### config.mk
export PLATFORM = sky130hd
export DESIGN_NAME = seg7_scan_reader_16
export DESIGN_NICKNAME = d
export VERILOG_FILES = /design/src/rtl/seg7_scan_reader_16.sv
export SDC_FILE = /design/constraint.sdc
export NUM_CORES = 1
export LEC_CHECK = 0
export CAP_MARGIN = 20
export CORE_MARGIN = 1
export CORE_UTILIZATION = 30
export DETAILED_ROUTE_END_ITERATION = 7
export PLACE_DENSITY = 0.57
export SYNTH_ARGS = -nofsm -noshare
export SYNTH_HDL_FRONTEND = slang
export SYNTH_SLANG_ARGS = --single-unit
### constraint.sdc
create_clock -name clk -period 4 [get_ports clk]
set_input_delay 0.4 -clock clk [delete_from_list [all_inputs] [get_ports clk]]
set_output_delay 0.4 -clock clk [all_outputs]
set_load 0.01 [all_outputs]
### src/rtl/seg7_scan_reader_16.sv
// Receive side of a two-digit multiplexed 7-segment display: debounces each strobed
// digit, pairs tens and ones into a frame, and reports the decoded 0..15 value or a reject code.
module seg7_scan_reader_16 #(
    parameter int STABLE_CYCLES = 4,
    parameter int TIMEOUT       = 1024
) (
    input  logic       clk,
    input  logic       rst_n,
    input  logic [0:6] seg,
    input  logic [1:0] dig_sel,
    output logic [3:0] x,
    output logic       valid,
    output logic       err,
    output logic [1:0] err_code,
    output logic [1:0] fsm_state
);
    typedef enum logic [1:0] {
        IDLE = 2'd0,
        HALF = 2'd1,
        DONE = 2'd2
    } state_t;

    localparam logic [7:0]  STABLE_N  = 8'(STABLE_CYCLES);
    localparam logic [15:0] TIMEOUT_N = 16'(TIMEOUT);

    state_t          state;
    logic [0:6]      prev_seg;
    logic [1:0][7:0] cnt;
    logic [1:0][7:0] cnt_nxt;
    logic [1:0]      cap;
    logic [1:0]      hit;
    logic [1:0]      solo;
    logic [1:0][6:0] pat;
    logic [15:0]     tcnt;
    logic [4:0]      tens_dec;
    logic [4:0]      ones_dec;
    logic            range_bad;
    logic [3:0]      value;

    // Returns {recognised, digit}; anything outside 0..9 (dash included) is unrecognised.
    function automatic logic [4:0] decode(input logic [6:0] p);
        case (p)
            7'b0111111: decode = {1'b1, 4'd0};
            7'b0000110: decode = {1'b1, 4'd1};
            7'b1011011: decode = {1'b1, 4'd2};
            7'b1001111: decode = {1'b1, 4'd3};
            7'b1100110: decode = {1'b1, 4'd4};
            7'b1101101: decode = {1'b1, 4'd5};
            7'b1111101: decode = {1'b1, 4'd6};
            7'b0000111: decode = {1'b1, 4'd7};
            7'b1111111: decode = {1'b1, 4'd8};
            7'b1101111: decode = {1'b1, 4'd9};
            default:    decode = 5'd0;
        endcase
    endfunction

    assign solo      = {dig_sel == 2'b10, dig_sel == 2'b01};
    assign tens_dec  = decode(pat[1]);
    assign ones_dec  = decode(pat[0]);
    assign range_bad = (tens_dec[3:0] > 4'd1) || (tens_dec[3:0] == 4'd1 && ones_dec[3:0] > 4'd5);
    assign value     = (tens_dec[0] ? 4'd10 : 4'd0) + ones_dec[3:0];
    assign fsm_state = state;

    // A nonzero count implies this digit was strobed last cycle, so it also tracks strobe continuity.
    always_comb begin
        cnt_nxt = '0;
        hit     = '0;
        for (int d = 0; d < 2; d++) begin
            if (solo[d] && !cap[d]) begin
                if (cnt[d] == 8'd0) begin
                    cnt_nxt[d] = 8'd1;
                end else if (seg == prev_seg) begin
                    cnt_nxt[d] = cnt[d] + 8'd1;
                end
                hit[d] = (cnt_nxt[d] == STABLE_N);
            end
        end
    end

    always_ff @(posedge clk or negedge rst_n) begin
        if (!rst_n) begin
            state    <= IDLE;
            prev_seg <= '0;
            cnt      <= '0;
            cap      <= '0;
            pat      <= '0;
            tcnt     <= '0;
            x        <= '0;
            valid    <= 1'b0;
            err      <= 1'b0;
            err_code <= 2'd0;
        end else begin
            valid    <= 1'b0;
            err      <= 1'b0;
            prev_seg <= seg;
            cnt      <= cnt_nxt;
            for (int d = 0; d < 2; d++) begin
                if (hit[d]) begin
                    cap[d] <= 1'b1;
                    pat[d] <= seg;
                end
            end
            case (state)
                IDLE: begin
                    if (|hit) begin
                        state <= HALF;
                        tcnt  <= '0;
                    end
                end
                HALF: begin
                    // Timeout wins over a second acceptance on the same edge.
                    if (tcnt == TIMEOUT_N) begin
                        err      <= 1'b1;
                        err_code <= 2'd3;
                        cap      <= '0;
                        cnt      <= '0;
                        state    <= IDLE;
                    end else begin
                        tcnt <= tcnt + 16'd1;
                        if (|hit) state <= DONE;
                    end
                end
                DONE: begin
                    cap   <= '0;
                    state <= IDLE;
                    if (!tens_dec[4] || !ones_dec[4]) begin
                        err      <= 1'b1;
                        err_code <= 2'd1;
                    end else if (range_bad) begin
                        err      <= 1'b1;
                        err_code <= 2'd2;
                    end else begin
                        valid    <= 1'b1;
                        x        <= value;
                        err_code <= 2'd0;
                    end
                end
                default: state <= IDLE;
            endcase
        end
    end
endmodule

==> summary.md <==
| Metric | Value |
|---|---|
| Least-Margin Pin Slew | ~0.92 ns |
| Hold_buf cts | 0 |
| Slowest cell on crit path | nand3_1 |
| Logic pwr share | about 2.6% |
| Hold/Removal Path Class | in -> async |
| Core area | between 10000 and 15000 sq um |
| CP bufs+invs | 1 |
| Max Slew Vio Count | 0 |
| Clk Latency, worst-skew pair | about 0.34 ns |
| Die Area | 13000 sq um |
| Synth Cell Area | 3750 sq um |
| Finished layout cell area | approximately 4500 sq um |
| Critical path endpoint category | flop |
| Clock Sinks | 65 |
| Crit path top cell by count | nor4_1 |
| Clock power frac | about 57% |
| Register area | ~1600 sq um |
| Post_cts resized | 0 |
| CP Class | reg -> reg |
| Cell row count | 40 |
| Avg Vias per Cell | ~5.2 |
| Ys Warns | 0 |
| Total Wirelength | 8.20 mm |
| Vias in the first global route | 2888 |
| Most used DFF post-synth | dfrtp_1 |
| Fin util | between 30% and 40% |
| Area of the multi-input gates | approximately 2000 sq um |
| Gr ovfl total | 0 |
| Antenna-violating nets left | 0 |
| Die Wd | roughly 110 um |
| Detail Placement HPWL | 5.73 mm |
| Headroom to the max-slew limit | between 30% and 40% |
| H-tree lvl count | 3 |
| Drt drc | 0 |
| Synth async-reset ratio | 100% |
| Post-synthesis cell type count | between 50 and 60 |
| Tcrit/Tclk final | 77.6% |
| First-pass GRT wire length | between 10 and 15 mm |
| Worst hold slack | 0.136 ns |
| Layout fillers | between 1000 and 1500 |
| Internal Power | 1.31 mW |
| Commonest non-fill, non-tap cell in the layout | dfrtp_1 |
| F_max | approximately 320 MHz |
| Power Total | 1.64 mW |
| Avg Synthesized Cell Area | 9.67 sq um |
| Crit start category | flop |
| GP Congestion | just over 0.8 |
| Net Sw Frac | 20.2% |
| Drt wl/cell | roughly 14 um |
| Cell count after placement | ~560 |
| Port Buffers | 20 |
| Sum of negative setup slack | 0 ns |
| Unrepaired setup endpoints after global routing | no |
| I/O pins | 21 |
| Inserted Clock Buffers | 9 |
| Cell family with most CP delay | simple AND/OR/NAND/NOR gates |
| Max incr delay on CP | 0.49 ns |
| N_diodes | 0 |
| Die Ht | about 110 um |
| Drt first pass iters | 4 |
| CTS Buffer Depth | 2 |
| Worst endpoint required time | 4.21 ns |
| Max VDD drop | between 0.0002 and 0.00025 V |
| Status | finished, final reports clean |
| Post-place setup slack | about 0.77 ns |
| Switching power | around 0.33 mW |
| Clock Pin Slew Worst Setup and Hold Paths | 0.06 ns |
| Post-Synthesis Cells | between 300 and 400 |
| Syn nets | 410 |
| Filler-free cell count of the finished design | a little under 600 |
| WP data arrival | 3.31 ns |
| Initial antenna violation count | 0 |
| Largest net degree at the start of global routing | 35 |
| Final hold violation count | 0 |
| P&R area growth vs syn | 18.8% |
| Placed Area | ~4100 sq um |
| Final worst slack | ~0.9 ns |
| Maximum fanout along the worst path | 14 |
| Setup Skew | 0.00761 ns |
| Worst path cell trace | inv_1 > ha_1 > or4b_1 > nor4_1 > nor4_1 > nand4b_1 > nand3_1 > a221o_1 |
| Final setup vio count | 0 |
| Register area share after synthesis | 43.4% |
| PwrDens | around 370 nW/um^2 |
| Detailed Route Iter0 Violations | 86 |
| Most frequent cells in the layout | 65 x dfrtp_1, 38 x nor2_1, 26 x nand2_1 |
| Layout net count | 427 |
| Max cap viols | 0 |
| GRT Util Overall | a little over an eighth |
| Layout cells sized above 1 | between 10% and 20% |
| Root buffer cell | clkbuf_16 |
| Via total after detailed routing | 3002 |
| Initial Util | 31.0% |
| Synth Register Bits | 65 |
| EDFF count, synth | 0 |
| CTS tree | done |
| Post-CTS Setup Inserts | 0 |
| Seq pwr share | slightly above 40% |
| Minimum clock period | 3.10 ns |
| Leak | 1.91 nW |
worst paths after layout:
kind | start | end | slack, ns | cells after the start
max reg2reg | cnt[8] | tcnt[10] | 0.90 | 8
min | rst_n | cnt[12] | 0.14 | 1
max | cnt[8] | tcnt[10] | 0.90 | 8
max in group asynchronous | rst_n | pat[6] | 2.96 | 2
min in group clk | err_code[0] | err_code[0] | 0.50 | 1
min reg2reg | err_code[0] | err_code[0] | 0.50 | 1
metal layers:
metal / vias to the layer above / wire, um / global-route usage (%)
met5: - / 0 / 0
met4: 0 / 144 / 5.63
met3: 12 / 252 / 3.08
met2: 45 / 3890 / 22.5
met1: 1483 / 3910 / 17.5
li1: 1462 / - / -
final cells by class:
class	instances	area share, %
clock buffers	10	5.36
well taps	168	4.72
flip-flops and latches	65	36.5
clock inverters	6	2.58
repair buffers	22	4.72
inverters	19	1.60
multi-input cells	288	44.5
power groups by stage:
| stage | clock, mW | sequential (mW) | combinational, mW |
|---|---|---|---|
| final | 0.928 | 0.667 | 0.0425 |
| after global routing | 0.970 | 0.667 | 0.0492 |
| after CTS | 0.947 | 0.666 | 0.0441 |
| after detailed placement | 0 | 0.678 | 0.0439 |
| after global placement | 0 | 0.678 | 0.0432 |
| after floorplan | 0 | 0.677 | 0.0138 |
flip-flops by register name, indices dropped and copies added, names as in the netlist:
signal and cells:
prev_seg 7, tcnt 16, valid 1, err_code 2, x 4, pat 14
err 1, cap 2, cnt 16, fsm_state 2
cells by family after synthesis:
logic type / count (synthesis) / share of synthesized area, %
XOR/XNOR: 23 / 5.37
AND/OR/NAND/NOR: 165 / 24.3
flip-flops: 65 / 43.4
multiplexers: 19 / 5.70
AO/OA/AOI/OAI: 70 / 13.7
adder cells (fa/ha/maj): 11 / 3.67
buffers and inverters: 35 / 3.87
synthesized netlist by cell type (3+ instances only):
cell type / count / area [sq um]
and3_1: 18 / 113
xnor2_1: 11 / 96.3
ha_1: 11 / 138
a21oi_1: 12 / 60.1
inv_1: 19 / 71.3
nor3b_1: 10 / 75.1
and3b_1: 4 / 35.0
a221o_1: 12 / 120
mux2_2: 19 / 214
a31oi_1: 8 / 50.1
dfrtp_1: 65 / 1630
nor3_1: 9 / 45.0
nand3_1: 19 / 95.1
nor2_1: 38 / 143
nand4_1: 7 / 43.8
o22a_1: 3 / 26.3
nand4b_1: 3 / 26.3
nor4_1: 7 / 43.8
nand2_1: 26 / 97.6
a2bb2oi_1: 3 / 26.3
o2bb2ai_1: 3 / 26.3
nor4b_1: 3 / 26.3
buf_2: 5 / 25.0
clkbuf_1: 10 / 37.5
xor2_1: 12 / 105
o21ai_0: 13 / 65.1
nor2b_1: 5 / 31.3
Power figures use the tool's default switching activity.
